**src/rtl/instruction_queue.sv**
```systemverilog
// rtl/instruction_queue.sv - show-ahead instruction prefetch queue with flush and sticky overflow
module instruction_queue #(
    parameter int INSTRUCTION_WIDTH = 16,
    parameter int DEPTH             = 4,
    parameter int OPCODE_WIDTH      = 5
) (
    input  logic                                      clock,
    input  logic                                      iq_reset_n,
    input  logic [INSTRUCTION_WIDTH-1:0]              iq_in,
    input  logic                                      iq_wr,
    input  logic                                      iq_rd,
    input  logic                                      iq_flush,
    output logic [INSTRUCTION_WIDTH-1:0]              iq_out,
    output logic [OPCODE_WIDTH-1:0]                   iq_opcode,
    output logic [INSTRUCTION_WIDTH-OPCODE_WIDTH-1:0] iq_operand,
    output logic                                      iq_valid,
    output logic                                      iq_full,
    output logic [$clog2(DEPTH+1)-1:0]                iq_count,
    output logic                                      iq_overflow
);

    localparam int PTR_W = $clog2(DEPTH);
    localparam int CNT_W = $clog2(DEPTH + 1);

    logic [INSTRUCTION_WIDTH-1:0] mem_q [DEPTH];
    logic [INSTRUCTION_WIDTH-1:0] mem_d [DEPTH];
    logic [PTR_W-1:0]             wr_ptr_q, wr_ptr_d;
    logic [PTR_W-1:0]             rd_ptr_q, rd_ptr_d;
    logic [CNT_W-1:0]             count_q, count_d;
    logic                         overflow_q, overflow_d;
    logic                         push_acc;
    logic                         pop_acc;

    // Full and valid come from the registered count, so a pop at full cannot make room
    // for a push in the same cycle.
    assign iq_valid    = (count_q != '0);
    assign iq_full     = (count_q == CNT_W'(DEPTH));
    assign iq_count    = count_q;
    assign iq_overflow = overflow_q;
    assign iq_out      = iq_valid ? mem_q[rd_ptr_q] : '0;
    assign iq_opcode   = iq_out[INSTRUCTION_WIDTH-1 -: OPCODE_WIDTH];
    assign iq_operand  = iq_out[INSTRUCTION_WIDTH-OPCODE_WIDTH-1:0];

    always_comb begin
        push_acc   = iq_wr && !iq_full && !iq_flush;
        pop_acc    = iq_rd && iq_valid && !iq_flush;
        mem_d      = mem_q;
        wr_ptr_d   = wr_ptr_q;
        rd_ptr_d   = rd_ptr_q;
        count_d    = count_q + CNT_W'(push_acc) - CNT_W'(pop_acc);
        overflow_d = overflow_q | (iq_wr && iq_full);

        if (push_acc) begin
            mem_d[wr_ptr_q] = iq_in;
            wr_ptr_d        = wr_ptr_q + PTR_W'(1);
        end
        if (pop_acc) begin
            rd_ptr_d = rd_ptr_q + PTR_W'(1);
        end

        // A taken branch drops everything, including the word being offered this cycle.
        if (iq_flush) begin
            wr_ptr_d   = '0;
            rd_ptr_d   = '0;
            count_d    = '0;
            overflow_d = 1'b0;
        end
    end

    always_ff @(posedge clock) begin
        if (!iq_reset_n) begin
            wr_ptr_q   <= '0;
            rd_ptr_q   <= '0;
            count_q    <= '0;
            overflow_q <= 1'b0;
        end else begin
            wr_ptr_q   <= wr_ptr_d;
            rd_ptr_q   <= rd_ptr_d;
            count_q    <= count_d;
            overflow_q <= overflow_d;
            mem_q      <= mem_d;
        end
    end

endmodule
```
**config.mk**
```make
export PLATFORM = sky130hd
export DESIGN_NAME = instruction_queue
export DESIGN_NICKNAME = d
export VERILOG_FILES = /design/src/rtl/instruction_queue.sv
export SDC_FILE = /design/constraint.sdc
export NUM_CORES = 1
export LEC_CHECK = 0
export BUFFER_PORTS_ARGS = -buffer_cell sky130_fd_sc_hd__buf_4
export CAP_MARGIN = 20
export CELL_PAD_IN_SITES_DETAIL_PLACEMENT = 0
export CELL_PAD_IN_SITES_GLOBAL_PLACEMENT = 1
export CORE_MARGIN = 4
export CORE_UTILIZATION = 46
export DETAILED_ROUTE_END_ITERATION = 10
export PLACE_DENSITY = 0.86
export SLEW_MARGIN = 10
export SYNTH_ARGS = -nofsm -noshare
export SYNTH_HDL_FRONTEND = slang
export SYNTH_SLANG_ARGS = --single-unit
```
**constraint.sdc**
```tcl
create_clock -name clock -period 2.91 [get_ports clock]
set_clock_uncertainty 0.2 [all_clocks]
set_input_delay 0.582 -clock clock [delete_from_list [all_inputs] [get_ports clock]]
set_output_delay 0.582 -clock clock [all_outputs]
set_load 0.01 [all_outputs]
```
======== Word-level counts from Yosys, hierarchy flattened ========
Index checks and enable logic that the tools add are counted.
storage, ports and cells
  memories ................................ 0
  memory bits (read-only) ................. 0
  memory bits (writable) .................. 0
  logic and storage cells ................. 38
  input port bits ......................... 21
  latch bits .............................. 0
  register bits ........................... 72
cells by class
  magnitude comparators ................... 3
  equality and inequality tests ........... 1
  divide/modulo/power cells ............... 0
  add/sub/neg operators ................... 4
  reduce and logical (&&, ||, !) cells .... 11
  $mul .................................... 0
  multiplexer cells ....................... 7
  bitwise gates (word level) .............. 4
  shift-type cells ........................ 0
operators with widths
  cell                   number
  $bwmux W64             1
  $mux W16               4
  $bmux W16 S2           1
  $demux W16 S2          1
  $ge A3 B3 Y1 const B   2
  $logic_and A1 B1 Y1    6
  $not A2 Y3             2
  $add A2 B1 Y2 const B  2
  $add A3 B1 Y3          1
  $eq A3 B3 Y1 const B   1
  $lt A3 B1 Y1 const B   1
  $reduce_bool A3 Y1     1
  $sub A3 B1 Y3          1
  $logic_not A1 Y1       2
  $reduce_and A2 Y1      1
  $reduce_or A2 Y1       1
  $not A1 Y1             1
  $or A1 B1 Y1           1

======== Longest topological paths before layout ========
Gate-level depths: netlist of run 1.
  word-level depth ........................ 6
  depth in mapped cells ................... 9
  mapped depth without buffers ............ 9

======== Least setup slack after synthesis of run 1 ========
Ideal clock, no wire load.
  path kind ............................... register to register
  start ................................... register count_q[2] (netlist: iq_count[2])
  end ..................................... register count_q[2] (netlist: iq_count[2])
  arrival time ............................ 2.064 ns
  stages on the path, launching flop included .. 10
  data required time ...................... 2.594 ns
  clock period less this slack ............ 2.380 ns
  path slack .............................. 0.530 ns
  setup time .............................. 0.116 ns
  path through ............................ dfxtp_1 > or3b_1 > nand3b_1 > ha_1 > inv_1 > ha_1 > fa_1 > xnor2_1 > xnor2_1 > nor2_1
on the way
  cells in the longest elaborated chain, start to end .. 6
RTL lines
  element                           line  text
  from (decl)                       29    logic [CNT_W-1:0] count_q, count_d;
  from (signal assigned)            79    count_q <= count_d;
  $eq A3 B3 Y1                      37    assign iq_full = (count_q == CNT_W'(DEPTH));
  $logic_not A1 Y1                  45    push_acc = iq_wr && !iq_full && !iq_flush;
  $logic_and A1 B1 Y1 (2 in a row)  45
  $add A3 B1 Y3                     50    count_d = count_q + CNT_W'(push_acc) - CNT_W'(pop_acc);
  $sub A3 B1 Y3 *                   50
Every way passes the cells marked *; elsewhere a longest branch is shown, timed or not.
A chain may end at the register's enable or synchronous reset.

======== Final worst setup path of run 1 ========
  start ................................... register rd_ptr_q[0]
  end ..................................... output port iq_operand[4]
on the way
  cells in the longest elaborated chain, start to end .. 5
RTL lines
  element                                      line  text
  from (decl)                                  28    logic [PTR_W-1:0] rd_ptr_q, rd_ptr_d;
  from (signal assigned)                       78    rd_ptr_q <= rd_ptr_d;
  $not A2 Y3 (not written as such)             40    assign iq_out = iq_valid ? mem_q[rd_ptr_q] : '0;
  $bmux W16 S2                                 40
  $mux W16 (not written as such) (2 in a row)  40
  $mux W16                                     40
  to (decl)                                    15    output logic [INSTRUCTION_WIDTH-OPCODE_WIDTH-1:0] iq_operand,
No other way between the ends. The select of a mux whose other input is x is not followed.

==> metrics.md, run 1 <==
| Metric | Value |
|---|---|
| CTS hold repair buffers | 0 |
| PD cells | 565.6 nW/um^2 |
| Logic pwr share | 6.9% |
| Num CTS Buffers | 9 |
| Sw Pwr | 0.4424 mW |
| Number of enable flip-flop cells after synthesis | 64 |
| Area Growth Syn to Fin | 22.52% |
| Relative slew slack | 73.99% |
| Vias in the first global route | 1685 |
| Post-Synth Adder-Cell Area | 3.083% |
| CTS tree | built |
| DRC Markers | 0 |
| Initial Utilization | 48.02% |
| Post-Synthesis Cells | 170 |
| Core Rows | 29 |
| Clk buf depth | 2 |
| Sw Share | 20.70% |
| Post-route core utilization | 58.84% |
| Via Count | 1563 |
| Post-CTS setup buffer count | 0 |
| Share of the synthesized area in the top cell type | 62.31% |
| RSZ-0062 raised after global routing | no |
| CP arrival | 1820 ps |
| Outcome | completed |
| Mux cell area share after synthesis | 12.33% |
| Top-count cell post-synth | edfxtp_1 |
| DP Wirelength | 3554 um |
| Syn_area_per_cell | 18.14 sq um |
| Vias per cell | 5.058 |
| Crit-path max FO | 16 |
| Clock sink count | 72 |
| Main combinational cell family by area after synthesis | multiplexers |
| Worst-path clk slew | 80 ps |
| WL/cell | 16.95 um |
| Total Routing Usage GR | 14.02% |
| Seq/Total Area, Yosys | 67.51% |
| Final setup TNS | 0 ps |
| Simple-gate area share of the yosys netlist | 9.168% |
| Critical Path RT | 2130 ps |
| Xor/xnor cell area share of the yosys netlist | 0.8519% |
| Final hold vios | 0 |
| Worst Path Buf+Inv | 2 |
| Asr flop ratio synth | 0% |
| Fin nets | 255 |
| CP Cell Sequence | buf_12 -> mux4_2 -> nor2b_1 -> buf_4 |
| Total of max-cap violations | 0 |
| Chip height | 89.88 um |
| Internal | 1.695 mW |
| Syn nets | 198 |
| H-tree depth | 3 |
| Critical Path Start Type | flop |
| Top post-synthesis cells by area | edfxtp_1 62%, mux4_2 12%, dfxtp_1 5.2%, buf_4 4.1%, nor2b_4 3.6% |
| Core area | 6422 sq um |
| Synth area leader | edfxtp_1 |
| Remaining Overflow, GRT | 0 |
| Slowest stage delay, CP | 520 ps |
| CTS Root Cell | clkbuf_8 |
| DRT Pass-1 Iters | 4 |
| Final min period | 2606 ps |
| VDD IR max | 302.9 uV |
| Antenna cells | 0 |
| Post-route ant nets | 0 |
| Layout cells sized above 1 | 46.98% |
| Port bufs | 58 |
| # setup viols final | 0 |
| # IOs | 59 |
| HP Class | in2reg |
| Part of the power in registers | 53.3% |
| Synth top cells by count | 64 x edfxtp_1, 17 x buf_4, 16 x mux4_2, 9 x nor2b_1 |
| Period Utilization, post-route | 89.56% |
| First-pass GRT wire length | 8535 um |
| Compound-Gate Fraction of Synth Area | 0.7302% |
| CP max-delay cell | mux4_2 |
| PostCTS Resize Cnt | 0 |
| Family with the most delay on the worst path | multiplexers |
| Worst-Skew Late Latency | 340 ps |
| Max-slew violations | 0 |
| Die Wd | 89.88 um |
| Largest net degree at the start of global routing | 20 |
| Cell Area, Synth | 3084 sq um |
| DIE AREA | 8078 sq um |
| Number of library cell types mapped by synthesis | 28 |
| Drt initial violations | 81 |
| Clk pwr share | 39.7% |
| Drt total wl | 5237 um |
| Pleak | 1.402 nW |
| Crit. End Element | primary output |
| Gpl congestion | 0.7171 |
| Antenna violations before repair | 0 |
| Syn. warnings | 0 |
| Worst-margin pin slew | 386.9 ps |
| Fmax | 383.7 MHz |
| Prevailing post-synth register cell | edfxtp_1 |
| Synth Register Bits | 72 |
| Setup Crit Path Kind | reg2out |
-- cells by family (layout without fill, tap and decap cells) --
family / after synthesis / after routing
AO/OA/AOI/OAI: 4 / 4
multiplexers: 18 / 18
adder cells (fa/ha/maj): 7 / 7
AND/OR/NAND/NOR: 38 / 38
XOR/XNOR: 3 / 3
buffers and inverters: 28 / 90
flip-flops: 72 / 72
-- metrics by stage --
| stage | setup slack (ps) | instances | hold WS (ps) | area [sq um] | power [mW] |
|---|---|---|---|---|---|
| final | 303.7 | 309 | 233.0 | 3779 | 2.137 |
| after global routing | 194.3 | 309 | 208.5 | 3779 | 2.223 |
| after CTS | 276.6 | 309 | 218.2 | 3779 | 2.163 |
| after detailed placement | 375.0 | 293 | 264.1 | 3558 | 1.314 |
| after global placement | 379.9 | 293 | 267.4 | 3558 | 1.311 |
| after floorplan | 530.2 | 170 | 270.9 | 3084 | 1.246 |
-- power by group through the flow --
stage | clock [mW] | combinational, mW | sequential (mW)
4_1_cts | 0.872 | 0.151 | 1.14
2_1_floorplan | 0 | 0.0841 | 1.16
3_3_place_gp | 0 | 0.149 | 1.16
6_report | 0.849 | 0.148 | 1.14
5_1_grt | 0.919 | 0.163 | 1.14
3_5_place_dp | 0 | 0.150 | 1.16
-- worst register-to-register path, cell delays in order, from the launching register on --
cell	delay, ps
dfxtp_1	450
or3b_1	430
nand3b_1	190
ha_1	160
inv_1	40
ha_1	180
fa_1	380
xnor2_1	180
xnor2_1	130
nor2_1	50
-- layer usage --
layer | GRT usage, % | vias up | share of wire, %
met5 | 0 | - | 0
li1 | - | 739 | -
met4 | 4.974 | 0 | 1.3
met1 | 16.02 | 770 | 41
met3 | 5.760 | 8 | 5.5
met2 | 23.81 | 46 | 52
-- placed cells by master (no fill, tap or decap), drive strengths merged --
cell type / synthesis / routed
or3b: 1 / 1
or3: 1 / 1
mux4: 16 / 16
a21oi: 2 / 2
o21ai: 1 / 1
o31ai: 1 / 1
fa: 1 / 1
edfxtp: 64 / 64
xor2: 1 / 1
inv: 7 / 7
clkinv: 0 / 3
nor2: 4 / 4
and3: 1 / 1
xnor2: 2 / 2
nand2: 5 / 5
nor2b: 17 / 17
mux2i: 2 / 2
nand3b: 1 / 1
and2: 6 / 6
buf: 21 / 67
clkinvlp: 0 / 2
dfxtp: 8 / 8
nor3: 1 / 1
nand2b: 1 / 1
bufinv: 0 / 2
ha: 6 / 6
clkbuf: 0 / 9
-- worst paths after layout --
| path | endpoint | startpoint | depth (start not counted) | slack [ps] |
|---|---|---|---|---|
| worst max-delay path | iq_operand[4] | rd_ptr_q[0] | 4 | 300 |
| worst min-delay path | mem_q[51] | iq_in[3] | 1 | 230 |
| worst max register to register | iq_count[2] | iq_count[2] | 9 | 400 |
| worst min register to register | iq_overflow | iq_overflow | 2 | 280 |
-- final cells by class --
cell class / instances / area [sq um]
fill: 481 / 2644
sequential: 72 / 2082
multi-input combinational: 70 / 813.3
timing repair buffer: 67 / 540.5
clock buffer: 9 / 123.9
clock inverter: 7 / 96.34
tap: 77 / 96.34
inverter: 7 / 26.28
-- registers in the layout (all words and copies together), names as in the netlist --
name / count
iq_count: 3
iq_overflow: 1
mem_q: 64
rd_ptr_q: 2
wr_ptr_q: 2
Power figures use the tool's default switching activity.
==> run 2, diff against run 1 <==
--- a/config.mk
+++ b/config.mk
@@ -5,14 +5,14 @@
 export SDC_FILE = /design/constraint.sdc
 export NUM_CORES = 1
 export LEC_CHECK = 0
+export ABC_AREA = 1
 export BUFFER_PORTS_ARGS = -buffer_cell sky130_fd_sc_hd__buf_4
-export CAP_MARGIN = 20
 export CELL_PAD_IN_SITES_DETAIL_PLACEMENT = 0
 export CELL_PAD_IN_SITES_GLOBAL_PLACEMENT = 1
 export CORE_MARGIN = 4
-export CORE_UTILIZATION = 46
+export CORE_UTILIZATION = 43
 export DETAILED_ROUTE_END_ITERATION = 10
-export PLACE_DENSITY = 0.86
+export PLACE_DENSITY = 0.85
 export SLEW_MARGIN = 10
 export SYNTH_ARGS = -nofsm -noshare
 export SYNTH_HDL_FRONTEND = slang
==> metrics.md, run 2 <==
| Metric | Value |
|---|---|
| Pleak | 1.474 nW (+5.1%) |
| Antenna violations before repair | 0 (unchanged) |
| Asr flop ratio synth | 0% (unchanged) |
| Hold WS | 230.0 ps (-3.022 ps) |
| DIE AREA | 8773 sq um (+8.6%) |
| Synth top cells by count | 75 x nor2_1, 64 x edfxtp_1, 30 x o21ai_1, 19 x a21oi_1, 18 x inv_1 |
| Number of library cell types mapped by synthesis | 25 (-11%) |
| # IOs | 59 (unchanged) |
| Top reg by flops | mem_q |
| Number of enable flip-flop cells after synthesis | 64 (unchanged) |
| Drt total wl | 6164 um (+18%) |
| DRT Pass-1 Iters | 4 (unchanged) |
| Post-route core utilization | 54.05% (-4.8 points) |
| Fin nets | 358 (+40%) |
| Worst R2R Path Depth | 9 (unchanged) |
| H-tree depth | 3 (unchanged) |
| Flip-flop count of the largest register after layout | 64 (unchanged) |
| PostCTS Resize Cnt | 0 (unchanged) |
| Commonest cells after routing, fill and taps aside | 71 x nor2_1, 69 x buf_4, 64 x edfxtp_1, 30 x o21ai_1, 19 x a21oi_1 |
| CTS tree | built |
| CTS hold repair buffers | 0 (unchanged) |
| Seq/Total Area, Yosys | 65.98% (-1.5 points) |
| R2R Setup Slk | 800 ps (+400 ps) |
| Prevailing post-synth register cell | edfxtp_1 |
| Synth Register Bits | 72 (unchanged) |
| Cell Area, Synth | 3156 sq um (+2.3%) |
| Family with the most delay on the worst path | flip-flops |
| Critical Path Start Type | flop |
| Total of max-cap violations | 0 (unchanged) |
| First-pass GRT wire length | 10010 um (+17%) |
| Post-route ant nets | 0 (unchanged) |
| Most common cell after layout, fill and taps aside | nor2_1 |
| Chip height | 93.67 um (+4.2%) |
| Num CTS Buffers | 9 (unchanged) |
| Hold_sp | iq_in[0] |
| Clk buf depth | 2 (unchanged) |
| Area Growth Syn to Fin | 18.95% |
| Largest net degree at the start of global routing | 34 (+70%) |
| Critical Path RT | 2130 ps (about the same) |
| Worst-path clk slew | 80 ps (about the same) |
| Clock sink count | 72 (unchanged) |
| Remaining Overflow, GRT | 0 (unchanged) |
| PD cells | 540.9 nW/um^2 (-4.4%) |
| DP Wirelength | 4163 um (+17%) |
| Vias in the first global route | 1996 (+18%) |
| DRC Markers | 0 (unchanged) |
| Final setup TNS | 0 ps (unchanged) |
| Layout cells sized above 1 | 28.36% (-19 points) |
| Slowest stage delay, CP | 550 ps (+30 ps) |
| Syn. warnings | 0 (unchanged) |
| Final hold vios | 0 (unchanged) |
| Fmax | 397.8 MHz (+3.7%) |
| Final Cell Area | 3754 sq um (-0.66%) |
| CP max-delay cell | dfxtp_1 |
| Hold path cells | 1 (unchanged) |
| Crit-path max FO | 17 (+1) |
| Core Rows | 30 (+3.4%) |
| Drt initial violations | 91 (+12%) |
| Period Utilization, post-route | 86.39% (-3.2 points) |
| Share of the synthesized area in the top cell type | 60.90% (-1.4 points) |
| Vias per cell | 4.731 (-6.5%) |
| Via Count | 2039 (+30%) |
| Max-slew violations | 0 (unchanged) |
| FF-to-FF End | iq_count[2] |
| WL/cell | 14.30 um (-16%) |
| Worst Path Buf+Inv | 2 (unchanged) |
| Port bufs | 58 (unchanged) |
| Syn nets | 305 (+54%) |
| Post-Synthesis Cells | 277 (+63%) |
| CP arrival | 1730 ps (-90 ps) |
| Post-CTS setup buffer count | 0 (unchanged) |
| HP Class | in2reg |
| Total Routing Usage GR | 15.16% (+1.1 points) |
| Cell Area, Placed | 3566 sq um (+0.21%) |
| Top post-synthesis cells by area | edfxtp_1 61%, nor2_1 8.9%, dfxtp_1 5.1%, o21ai_1 4.8%, buf_4 3.8% |
| Final min period | 2514 ps (-92.50 ps) |
| Die Wd | 93.67 um (+4.2%) |
| Outcome | completed |
| RSZ-0062 raised after global routing | no |
| RR Startpoint | iq_count[1] |
| Crit. End Element | primary output |
| Top-count cell post-synth | nor2_1 |
| Min-Delay Endpoint | mem_q[16] |
| CP Cell Sequence | inv_4 -> nor2_1 -> o21ai_1 -> a21oi_1 -> buf_4 |
| Gpl congestion | 0.7227 (+0.78%) |
| Setup Crit Path Kind | reg2out |
| Worst-Skew Late Latency | 340 ps (about the same) |
| Synth area leader | edfxtp_1 |
| Worst-margin pin slew | 415.6 ps (+28.72 ps) |
| VDD IR max | 326.5 uV (+7.8%) |
| # setup viols final | 0 (unchanged) |
| Initial Utilization | 45.44% (-2.6 points) |
| Antenna cells | 0 (unchanged) |
| Core area | 6944 sq um (+8.1%) |
| Relative slew slack | 72.26% (-1.7 points) |
| Syn_area_per_cell | 11.39 sq um (-37%) |
| CTS Root Cell | clkbuf_8 |
[run 2: area by class of cell]
class | instances | area (sq um)
Sequential cell | 72 | 2082
Clock buffer | 10 | 127.6
Fill cell | 601 | 3191
Tap cell | 96 | 120.1
Timing Repair Buffer | 69 | 518.0
Clock inverter | 6 | 60.06
Multi-Input combinational cell | 157 | 759.5
Inverter | 21 | 86.33
[run 2: worst max path at each step]
stage                start     endpoint  cells after the start
2_1_floorplan        iq_wr     mem_q[0]                      4
3_3_place_gp      iq_flush  iq_count[2]                      9
3_5_place_dp      iq_flush  iq_count[2]                      9
4_1_cts        rd_ptr_q[1]   iq_out[14]                      5
5_1_grt        rd_ptr_q[1]   iq_out[14]                      5
6_report       rd_ptr_q[1]   iq_out[14]                      5
[run 2: per-stage QoR]
| step | power (mW) | std cells | setup slack, ps |
|---|---|---|---|
| 6_report | 2.030 | 431 | 396.2 |
| 5_1_grt | 2.109 | 431 | 263.8 |
| 4_1_cts | 2.050 | 431 | 409.2 |
| 3_5_place_dp | 1.299 | 415 | 455.6 |
| 3_3_place_gp | 1.297 | 415 | 462.9 |
| 2_1_floorplan | 1.234 | 277 | 629.4 |
[run 2: kinds of logic after synthesis]
| logic type | count (synthesis) | synth area share [%] |
|---|---|---|
| flip-flops | 72 | 65.98 |
| AND/OR/NAND/NOR | 97 | 12.13 |
| adder cells (fa/ha/maj) | 7 | 3.013 |
| XOR/XNOR | 1 | 0.2776 |
| buffers and inverters | 48 | 10.27 |
| AO/OA/AOI/OAI | 52 | 8.327 |
[run 2: metal layers]
| metal | track usage [%] | part of all wire (%) |
|---|---|---|
| met1 | 18.60 | 43 |
| met2 | 24.66 | 50 |
| met3 | 4.487 | 5.0 |
| met4 | 6.980 | 1.9 |
| met5 | 0 | 0 |
[run 2: report_power, final]
group / switching (mW) / internal, mW / leakage [nW] / total (mW)
clock: 0.365 / 0.391 / 0.0937 / 0.756
combinational: 0.0750 / 0.0609 / 0.737 / 0.136
sequential: 0.00390 / 1.13 / 0.643 / 1.14
total: 0.444 / 1.59 / 1.47 / 2.03
